File: src/rtl/dcache_pkg.sv
// Shared types, geometry and address-field helpers for the write-back data cache.
package dcache_pkg;

    localparam int NUM_BLOCKS = 8;
    localparam int ADDR_W     = 30;
    localparam int IDX_W      = $clog2(NUM_BLOCKS);
    localparam int TAG_W      = ADDR_W - 2 - IDX_W;

    typedef enum logic [1:0] {
        S_COMPARE,
        S_WRITEBACK,
        S_ALLOCATE
    } state_e;

    function automatic logic [TAG_W-1:0] get_tag(input logic [ADDR_W-1:0] a);
        return a[ADDR_W-1 -: TAG_W];
    endfunction

    function automatic logic [IDX_W-1:0] get_idx(input logic [ADDR_W-1:0] a);
        return a[2 +: IDX_W];
    endfunction

    function automatic logic [1:0] get_off(input logic [ADDR_W-1:0] a);
        return a[1:0];
    endfunction

endpackage

File: src/rtl/dcache_array.sv
// Line storage: valid/dirty bits with async clear, tags and 128-bit data.
// One combinational read port, one write port (word store or full-line refill).
module dcache_array
    import dcache_pkg::*;
(
    input  logic               clk,
    input  logic               rst_n,
    input  logic [IDX_W-1:0]   rd_idx,
    output logic               rd_valid,
    output logic               rd_dirty,
    output logic [TAG_W-1:0]   rd_tag,
    output logic [127:0]       rd_line,
    input  logic               we,
    input  logic               we_line,
    input  logic [IDX_W-1:0]   wr_idx,
    input  logic [1:0]         wr_off,
    input  logic [31:0]        wr_word,
    input  logic [127:0]       wr_line,
    input  logic [TAG_W-1:0]   wr_tag
);

    logic [NUM_BLOCKS-1:0] valid_q, valid_d;
    logic [NUM_BLOCKS-1:0] dirty_q, dirty_d;
    logic [TAG_W-1:0]      tag_q  [NUM_BLOCKS];
    logic [127:0]          data_q [NUM_BLOCKS];

    always_comb begin
        valid_d = valid_q;
        dirty_d = dirty_q;
        if (we) begin
            if (we_line) begin
                valid_d[wr_idx] = 1'b1;
                dirty_d[wr_idx] = 1'b0;
            end else begin
                dirty_d[wr_idx] = 1'b1;
            end
        end
    end

    always_ff @(posedge clk or negedge rst_n) begin
        if (!rst_n) begin
            valid_q <= '0;
            dirty_q <= '0;
        end else begin
            valid_q <= valid_d;
            dirty_q <= dirty_d;
        end
    end

    // Tag and data need no reset: valid gates every use of them.
    always_ff @(posedge clk) begin
        if (we) begin
            if (we_line) begin
                tag_q[wr_idx]  <= wr_tag;
                data_q[wr_idx] <= wr_line;
            end else begin
                data_q[wr_idx][{wr_off, 5'b0} +: 32] <= wr_word;
            end
        end
    end

    assign rd_valid = valid_q[rd_idx];
    assign rd_dirty = dirty_q[rd_idx];
    assign rd_tag   = tag_q[rd_idx];
    assign rd_line  = data_q[rd_idx];

endmodule

File: src/rtl/dcache_wb.sv
// Direct-mapped write-back, write-allocate data cache with a
// zero-latency hit path and a block-wide mem_ready handshake.
module dcache_wb
    import dcache_pkg::*;
(
    input  logic                clk,
    input  logic                rst_n,
    input  logic                proc_read,
    input  logic                proc_write,
    input  logic [ADDR_W-1:0]   proc_addr,
    input  logic [31:0]         proc_wdata,
    output logic [31:0]         proc_rdata,
    output logic                proc_stall,
    output logic                mem_read,
    output logic                mem_write,
    output logic [ADDR_W-3:0]   mem_addr,
    output logic [127:0]        mem_wdata,
    input  logic [127:0]        mem_rdata,
    input  logic                mem_ready
);

    state_e              state_q, state_d;
    logic                mem_read_q, mem_read_d;
    logic                mem_write_q, mem_write_d;
    logic [ADDR_W-3:0]   mem_addr_q, mem_addr_d;
    logic [127:0]        mem_wdata_q, mem_wdata_d;

    logic                arr_valid, arr_dirty;
    logic [TAG_W-1:0]    arr_tag;
    logic [127:0]        arr_line;
    logic [IDX_W-1:0]    idx;
    logic [1:0]          off;
    logic                req, hit, cmp_hit, refill, we;

    assign idx     = get_idx(proc_addr);
    assign off     = get_off(proc_addr);
    assign req     = proc_read | proc_write;
    assign hit     = arr_valid && (arr_tag == get_tag(proc_addr));
    assign cmp_hit = (state_q == S_COMPARE) && req && hit;
    assign refill  = (state_q == S_ALLOCATE) && mem_ready;
    assign we      = refill || (cmp_hit && proc_write);

    dcache_array u_array (
        .clk      (clk),
        .rst_n    (rst_n),
        .rd_idx   (idx),
        .rd_valid (arr_valid),
        .rd_dirty (arr_dirty),
        .rd_tag   (arr_tag),
        .rd_line  (arr_line),
        .we       (we),
        .we_line  (refill),
        .wr_idx   (idx),
        .wr_off   (off),
        .wr_word  (proc_wdata),
        .wr_line  (mem_rdata),
        .wr_tag   (get_tag(proc_addr))
    );

    always_comb begin
        state_d     = state_q;
        mem_read_d  = mem_read_q;
        mem_write_d = mem_write_q;
        mem_addr_d  = mem_addr_q;
        mem_wdata_d = mem_wdata_q;
        unique case (state_q)
            S_COMPARE: begin
                if (req && !hit) begin
                    if (arr_valid && arr_dirty) begin
                        state_d     = S_WRITEBACK;
                        mem_write_d = 1'b1;
                        mem_addr_d  = {arr_tag, idx};
                        mem_wdata_d = arr_line;
                    end else begin
                        state_d    = S_ALLOCATE;
                        mem_read_d = 1'b1;
                        mem_addr_d = proc_addr[ADDR_W-1:2];
                    end
                end
            end
            S_WRITEBACK: begin
                if (mem_ready) begin
                    state_d     = S_ALLOCATE;
                    mem_write_d = 1'b0;
                    mem_read_d  = 1'b1;
                    mem_addr_d  = proc_addr[ADDR_W-1:2];
                end
            end
            S_ALLOCATE: begin
                if (mem_ready) begin
                    state_d    = S_COMPARE;
                    mem_read_d = 1'b0;
                end
            end
            default: state_d = S_COMPARE;
        endcase
    end

    always_ff @(posedge clk or negedge rst_n) begin
        if (!rst_n) begin
            state_q     <= S_COMPARE;
            mem_read_q  <= 1'b0;
            mem_write_q <= 1'b0;
            mem_addr_q  <= '0;
            mem_wdata_q <= '0;
        end else begin
            state_q     <= state_d;
            mem_read_q  <= mem_read_d;
            mem_write_q <= mem_write_d;
            mem_addr_q  <= mem_addr_d;
            mem_wdata_q <= mem_wdata_d;
        end
    end

    // rst_n gates the stall so reset releases the core immediately.
    assign proc_stall = rst_n && ((state_q != S_COMPARE) || (req && !hit));
    assign proc_rdata = (cmp_hit && !proc_write) ? arr_line[{off, 5'b0} +: 32] : 32'h0;

    assign mem_read  = mem_read_q;
    assign mem_write = mem_write_q;
    assign mem_addr  = mem_addr_q;
    assign mem_wdata = mem_wdata_q;

endmodule

File: config.mk
export PLATFORM = sky130hd
export DESIGN_NAME = dcache_wb
export DESIGN_NICKNAME = d
export VERILOG_FILES = /design/src/rtl/dcache_pkg.sv /design/src/rtl/dcache_array.sv /design/src/rtl/dcache_wb.sv
export SDC_FILE = /design/constraint.sdc
export NUM_CORES = 1
export LEC_CHECK = 0
export ABC_AREA = 1
export BUFFER_PORTS_ARGS = -buffer_cell sky130_fd_sc_hd__buf_2
export CAP_MARGIN = 20
export CORE_ASPECT_RATIO = 2
export CORE_MARGIN = 2
export CORE_UTILIZATION = 45
export CTS_CLUSTER_SIZE = 24
export DETAILED_ROUTE_END_ITERATION = 16
export GPL_TIMING_DRIVEN = 1
export PLACE_DENSITY_LB_ADDON = 0.08
export SLEW_MARGIN = 25
export SYNTH_ARGS = -nofsm -noshare
export SYNTH_HDL_FRONTEND = slang
export SYNTH_SLANG_ARGS = --single-unit
File: constraint.sdc
create_clock -name clk -period 5.95 [get_ports clk]
set_input_delay 1.19 -clock clk [delete_from_list [all_inputs] [get_ports clk]]
set_output_delay 1.19 -clock clk [all_outputs]
set_load 0.01 [all_outputs]
Word level (Yosys, flattened, before mapping)
Memory sizes are Yosys's and may differ from the RTL's.
Cells that the tools add are included.
{"block": "word_totals", "ff_bits": 176, "elab_cells": 339, "in_bits": 195, "out_inout_bits": 191, "ramBits": 1224, "memories": 2}
{"block": "op_classes", "shift": 3, "bitwise_logic": 133, "n_addsub": 1, "n_reduce_logical": 24, "n_lt_le_gt_ge": 2, "eq_ne": 8, "muxes": 159}
{"memory": "u_array.data_q", "words": 8, "word_bits": 128, "read_ports": 1, "rd_ports_with_merged_regs": 0, "wr": 1, "line": "dcache_array.sv:25", "text": "logic [127:0] data_q [NUM_BLOCKS];"}
{"memory": "u_array.tag_q", "words": 8, "word_bits": 25, "read_ports": 1, "rd_ports_with_merged_regs": 0, "wr": 1, "line": "dcache_array.sv:24", "text": "logic [TAG_W-1:0] tag_q [NUM_BLOCKS];"}
{"op": "$mux 1", "n": 142}
{"op": "$or 1x1->1", "n": 129}
{"op": "$mux 128", "n": 1}
{"op": "$shift 32x9->128 const A", "n": 1}
{"op": "$shiftx 128x8->32", "n": 1}
{"op": "$shiftx 32x9->128", "n": 1}
{"op": "$mux 28", "n": 3}
{"op": "$pmux 28 s2", "n": 1}
{"op": "$mux 32", "n": 1}
{"op": "$eq 25x25->1", "n": 1}
{"op": "$or 8x8->8", "n": 2}
{"op": "$logic_and 1x1->1", "n": 10}
{"op": "$neg 7->9", "n": 1}
{"op": "$reduce_and 3->1", "n": 3}
{"op": "$and 8x8->8", "n": 1}
{"op": "$mux 2", "n": 4}
{"op": "$mux 8", "n": 1}
{"op": "$not 8->8", "n": 1}
{"op": "$bmux 1 s3", "n": 2}
{"op": "$ne 2x2->1 const B", "n": 3}
{"op": "$pmux 2 s3", "n": 1}
{"op": "$reduce_and 5->1", "n": 1}
{"op": "$lt 3x4->1 const B", "n": 1}
{"op": "$ne 2x1->1 const B", "n": 2}
{"op": "other kinds (13)", "n": 16}

Logic depth before layout (Yosys ltp)
{"block": "depth", "depth_word": 9, "ltp_mapped": 21, "depth_no_buf": 18}

By module
From an unflattened synthesis, not the netlist that was laid out.
{"block": "hier_totals", "cells_unflattened": 7139, "area_unflattened_um2": 65215.0}
{"mod": "dcache_array", "cells_per_inst": 5975, "area_each_um2": 56922.1, "seq_area_each_um2": 37155.6, "n_inst": 1}
{"mod": "dcache_wb", "cells_per_inst": 1164, "area_each_um2": 8293.0, "seq_area_each_um2": 4003.8, "n_inst": 1}

Worst setup path before layout
OpenSTA, ideal clock, no wires.
{"block": "synth_timing", "path_type": "input to register", "start": "in proc_addr[2]", "end": "mem u_array.data_q[0][0] (enable)", "n_path_buf": 4, "cell_stages": 17, "setup_slack_ns": 0.939, "t_arrival_ns": 4.579, "required_time_ns": 5.518, "cell_sequence": "buf_2 buf_4 buf_2 o21ai_0 nand2_1 nand2_1 nand2_1 nand2_1 o21ai_0 nor2_1 nand2_1 nor2_1 nand2_1 nor2_4 nand4_2 clkbuf_1 a21oi_1"}
{"block": "synth_via", "elab_chain_len": 9, "word_cells_on_any_way": 13}
{"item": "start: declaration", "line": "dcache_wb.sv:10", "text": "input logic [ADDR_W-1:0] proc_addr,"}
{"item": "$mem_v2 8x25 or $bmux 1 s3 (tied branches)"}
{"item": "$eq 25x25->1 or $mux 1 (tied branches)", "line": "dcache_wb.sv:38, dcache_array.sv:62"}
{"item": "$logic_and 1x1->1", "line": "dcache_wb.sv:38", "text": "assign hit = arr_valid && (arr_tag == get_tag(proc_addr));"}
{"item": "$logic_and 1x1->1", "line": "dcache_wb.sv:39", "text": "assign cmp_hit = (state_q == S_COMPARE) && req && hit;"}
{"item": "$logic_and 1x1->1", "line": "dcache_wb.sv:41", "text": "assign we = refill || (cmp_hit && proc_write);"}
{"item": "$logic_or 1x1->1", "line": "dcache_wb.sv:41"}
{"item": "$mux 1", "line": "dcache_array.sv:52", "text": "if (we) begin"}
{"item": "$mux 1 (implied by the code) or $mux 128 (tied branches)", "line": "dcache_array.sv:55, dcache_array.sv:57"}
{"item": "$or 1x1->1 (no source line)"}
{"item": "end: declaration", "line": "dcache_array.sv:25"}
Parallel ways exist; a longest one is shown, timed or not. The select of a mux whose other input is x is not followed.

Worst setup path in the final report
{"block": "layout_timing", "start": "in proc_addr[2]", "end": "out proc_rdata[4]"}
{"block": "layout_via", "elab_chain_len": 6, "word_cells_on_any_way": 10}
{"item": "parallel branches: the longest is 5 deep, another holds $mem_v2 8x128"}
{"item": "$mux 32 *", "line": "dcache_wb.sv:117", "text": "assign proc_rdata = (cmp_hit && !proc_write) ? arr_line[{off, 5'b0} +: 32] : 32'h0;"}
{"item": "end: declaration", "line": "dcache_wb.sv:12", "text": "output logic [31:0] proc_rdata,"}
Mark *: on every way between the ends. The select of a mux whose other input is x is not followed.

==> impl_metrics.tcl <==
set metrics [dict create \
    crit_path_end "proc_rdata[4]" \
    power_w 0.0213 \
    die_h_um 503 \
    timing.final.max_slew_violations 0 \
    synth_cell_type_count 34 \
    crit_start "proc_addr[2]" \
    cts_tree "yes" \
    muxShareOfSynthArea_pct 0 \
    drc_errors 0 \
    dpl_cell_area_sq_um 60900 \
    routedWlPerCell_um 28.5 \
    grt_max_degree 129 \
    cap_violations 0 \
    r2r-end "u_array.data_q[0][96]$_DFFE_PP_" \
    clk_latency_ns 0.75 \
    max-slew-margin-rel_pct 29.5 \
    grt_pass1_wl_um 265000 \
    die_w_um 254 \
    grt_usage_pct 29.4 \
    synth_nets 4654 \
    clock_path_buffers 3 \
    power_density_nw_per_um2 329 \
    start_util_pct 45.3 \
    dp_hpwl_um 125000 \
    holdCritPathClass "primary input to async pin" \
    final_nets 5026 \
    rows 183 \
    worst_slew_pin_slew_ns 1.05 \
    status "complete, no violations" \
    ant_nets 0 \
    p_leak_nw 24.6 \
    reg2reg_setup_slack_ns 2.28 \
    syn-instance-count 4454 \
    fin_crit_sh_pct 95.3 \
    ctsRootBufferMaster "clkbuf_16" \
    place.gp.congestion 0.939 \
    drive_gt1_share_pct 16.0 \
    cp.arrival_ns 4.48 \
    critPathLaunchType "primary input" \
    vias_per_cell 5.83 \
    htree_num_levels 3 \
    rr_startpoint "u_array.tag_q[7][9]$_DFFE_PP_" \
    synth_top_family_by_area "simple AND/OR/NAND/NOR gates" \
    synth-simple-area-share_pct 11.7 \
    synth_xor_area_share_pct 0.0156 \
    syn_area_sq_um 56100 \
    dieArea_sq_um 128000 \
    ys_seq_elements 1400 \
    cts_inserted_buffers 120 \
    io_buffers 385 \
    max_freq_ghz 0.176 \
    grt-ovfl-total 0 \
    synth-adder-area-share_pct 0.112 \
    core_sq_um 124000 \
    postLayoutCellArea_sq_um 64900 \
    fin_util_pct 52.4 \
    cp_max_fo 33 \
    finalHoldViolations 0 \
    hold-worst-slack_ns 0.458 \
    cts.sinks 1400 \
    area_delta_synth_final_pct 15.8 \
    period_minus_slack_ns 5.67 \
    cts_setup_buffers 0 \
    setup_violations 0 \
    worstPathRequired_ns 4.76 \
    vias 38500 \
    pin_count 386 \
    ctsResizeCount 0 \
    ys_warn_count 0 \
    cts_hold_buffers 0 \
    drt_iter0_markers 4380 \
    rsz0062_at_grt "no" \
    ys_seq_area_share_pct 73.4 \
    end_kind "primary output" \
    clkSlewWorstSetupHoldPaths_ns 0.07 \
    firstDrtPassIters 7 \
    r2r_cells 14 \
    synth_compound_area_share_pct 10.5 \
    clock_skew_ns 0.0385 \
    n_fill_cell 10700 \
    grt_pass1_vias 35900 \
    antenna_found_initial 10 \
    vdd_drop_max_mv 0.255 \
    setup_tns_ns 0 \
    avgSynthCellArea_sq_um 12.6 \
    wl_um 188000 \
    path_class "primary input to primary output" \
]
-- report_power, final --
group | leakage (nW) | switching [W] | total [W] | internal [W]
Combinational | 9.23 | 0.00157 | 0.00208 | 0.000509
Sequential | 13.4 | 0.000121 | 0.0112 | 0.0111
Clock | 1.92 | 0.00359 | 0.00803 | 0.00443
-- cell usage in the layout (no fill, tap or decap), drive strengths merged --
master and instances:
dfrtp 176, o211ai 63, clkbuf 153, nor3 7, clkinv 47, nand3b 2, and2 2, nand4 148
a22oi 110, o2bb2ai 22, o21ai 291, diode 6, nand3 128, a21boi 1, clkinvlp 13, ha 5
a221oi 156, a22o 125, buf 522, nor2 180, nand2 1091, edfxtp 1224, bufinv 14, o21bai 6
inv 338, a21oi 87, or2 18, xor2 1
-- state kept, by name (all words and copies together) (netlist names), named ones only --
register and count:
u_array.data_q 1024, u_array.tag_q 200, mem_wdata 128, mem_addr 28
u_array.valid_q 8, state_q 2, mem_read 1, mem_write 1
-- worst min path at each step --
stage,depth (start not counted),slack [ns],to,startpoint
6_report,1,0.46,mem_addr[3]$_DFFE_PN0P_,rst_n
5_1_grt,1,0.47,mem_addr[3]$_DFFE_PN0P_,rst_n
4_1_cts,1,0.46,mem_addr[6]$_DFFE_PN0P_,rst_n
3_5_place_dp,2,0.45,u_array.valid_q[6]$_DFFE_PN0P_,u_array.valid_q[6]$_DFFE_PN0P_
3_3_place_gp,2,0.43,u_array.valid_q[0]$_DFFE_PN0P_,u_array.valid_q[0]$_DFFE_PN0P_
2_1_floorplan,2,0.42,u_array.valid_q[0]$_DFFE_PN0P_,u_array.valid_q[0]$_DFFE_PN0P_
-- routing by layer --
layer	up-vias	GRT usage (%)	routed length, um
met3	310	5.28	18100
met1	19200	42.0	77500
li1	16900	-	-
met4	4	12.0	8430
met5	-	0	24
met2	2083	44.5	84000
-- per-stage QoR --
stage                     instances  setup slack (ns)
after floorplan                4454             0.939
after global placement         6367             0.506
after detailed placement       6368             0.409
after CTS                      6594             0.390
after global routing           6596             0.162
final                          6601             0.282
-- synth_stat cells, drive strengths merged --
| master | count | area, sq um |
|---|---|---|
| and2 | 2 | 12.5 |
| nor2 | 180 | 693 |
| edfxtp | 1224 | 36800 |
| nand4 | 148 | 945 |
| nor3 | 7 | 35.0 |
| nand3b | 2 | 15.0 |
| or2 | 18 | 113 |
| o21ai | 291 | 1460 |
| buf | 94 | 433 |
| clkinv | 1 | 3.75 |
| o21bai | 6 | 45.0 |
| dfrtp | 176 | 4400 |
| o211ai | 63 | 473 |
| a22o | 125 | 1090 |
| a21oi | 87 | 435 |
| ha | 5 | 62.6 |
| nand3 | 128 | 646 |
| o2bb2ai | 22 | 193 |
| a22oi | 110 | 826 |
| a21boi | 1 | 7.51 |
| xor2 | 1 | 8.76 |
| clkbuf | 179 | 672 |
| a221oi | 156 | 1370 |
| nand2 | 1091 | 4100 |
| inv | 337 | 1260 |
-- final cells by class --
class | instances | area (sq um) | share of cell area (%)
Timing Repair Buffer | 523 | 3370 | 5.19
Clock buffer | 152 | 3210 | 4.94
Sequential cell | 1400 | 41200 | 63.4
Inverter | 338 | 1280 | 1.97
Multi-Input combinational cell | 2443 | 13000 | 20.0
Clock inverter | 74 | 791 | 1.22
Tap cell | 1665 | 2080 | 3.21
Antenna cell | 6 | 15.0 | 0.0231
-- logic make-up (layout without fill, tap and decap cells) --
family,count (synthesis),after routing
xor gates and xnor gates,1,1
DFF,1400,1400
other,0,6
and+or+nand+nor,1576,1576
adders and majority gates,5,5
AOI/OAI and AO/OA,861,861
buffers and inverters,611,1087
-- worst max-delay path, stage by stage --
cell and delay [ns]:
buf_4 0.13, clkinv_2 0.26, buf_4 0.42, nand2_1 0.10, nand3_1 0.10, nand2_1 0.11, nor2_1 0.18, nor2_1 0.09
nand3b_1 0.17, nor3_1 0.25, nand2_1 0.15, nor2_4 0.39, nand4_1 0.22, buf_4 0.30, a21oi_1 0.21, buf_2 0.17
Power figures use the tool's default switching activity.
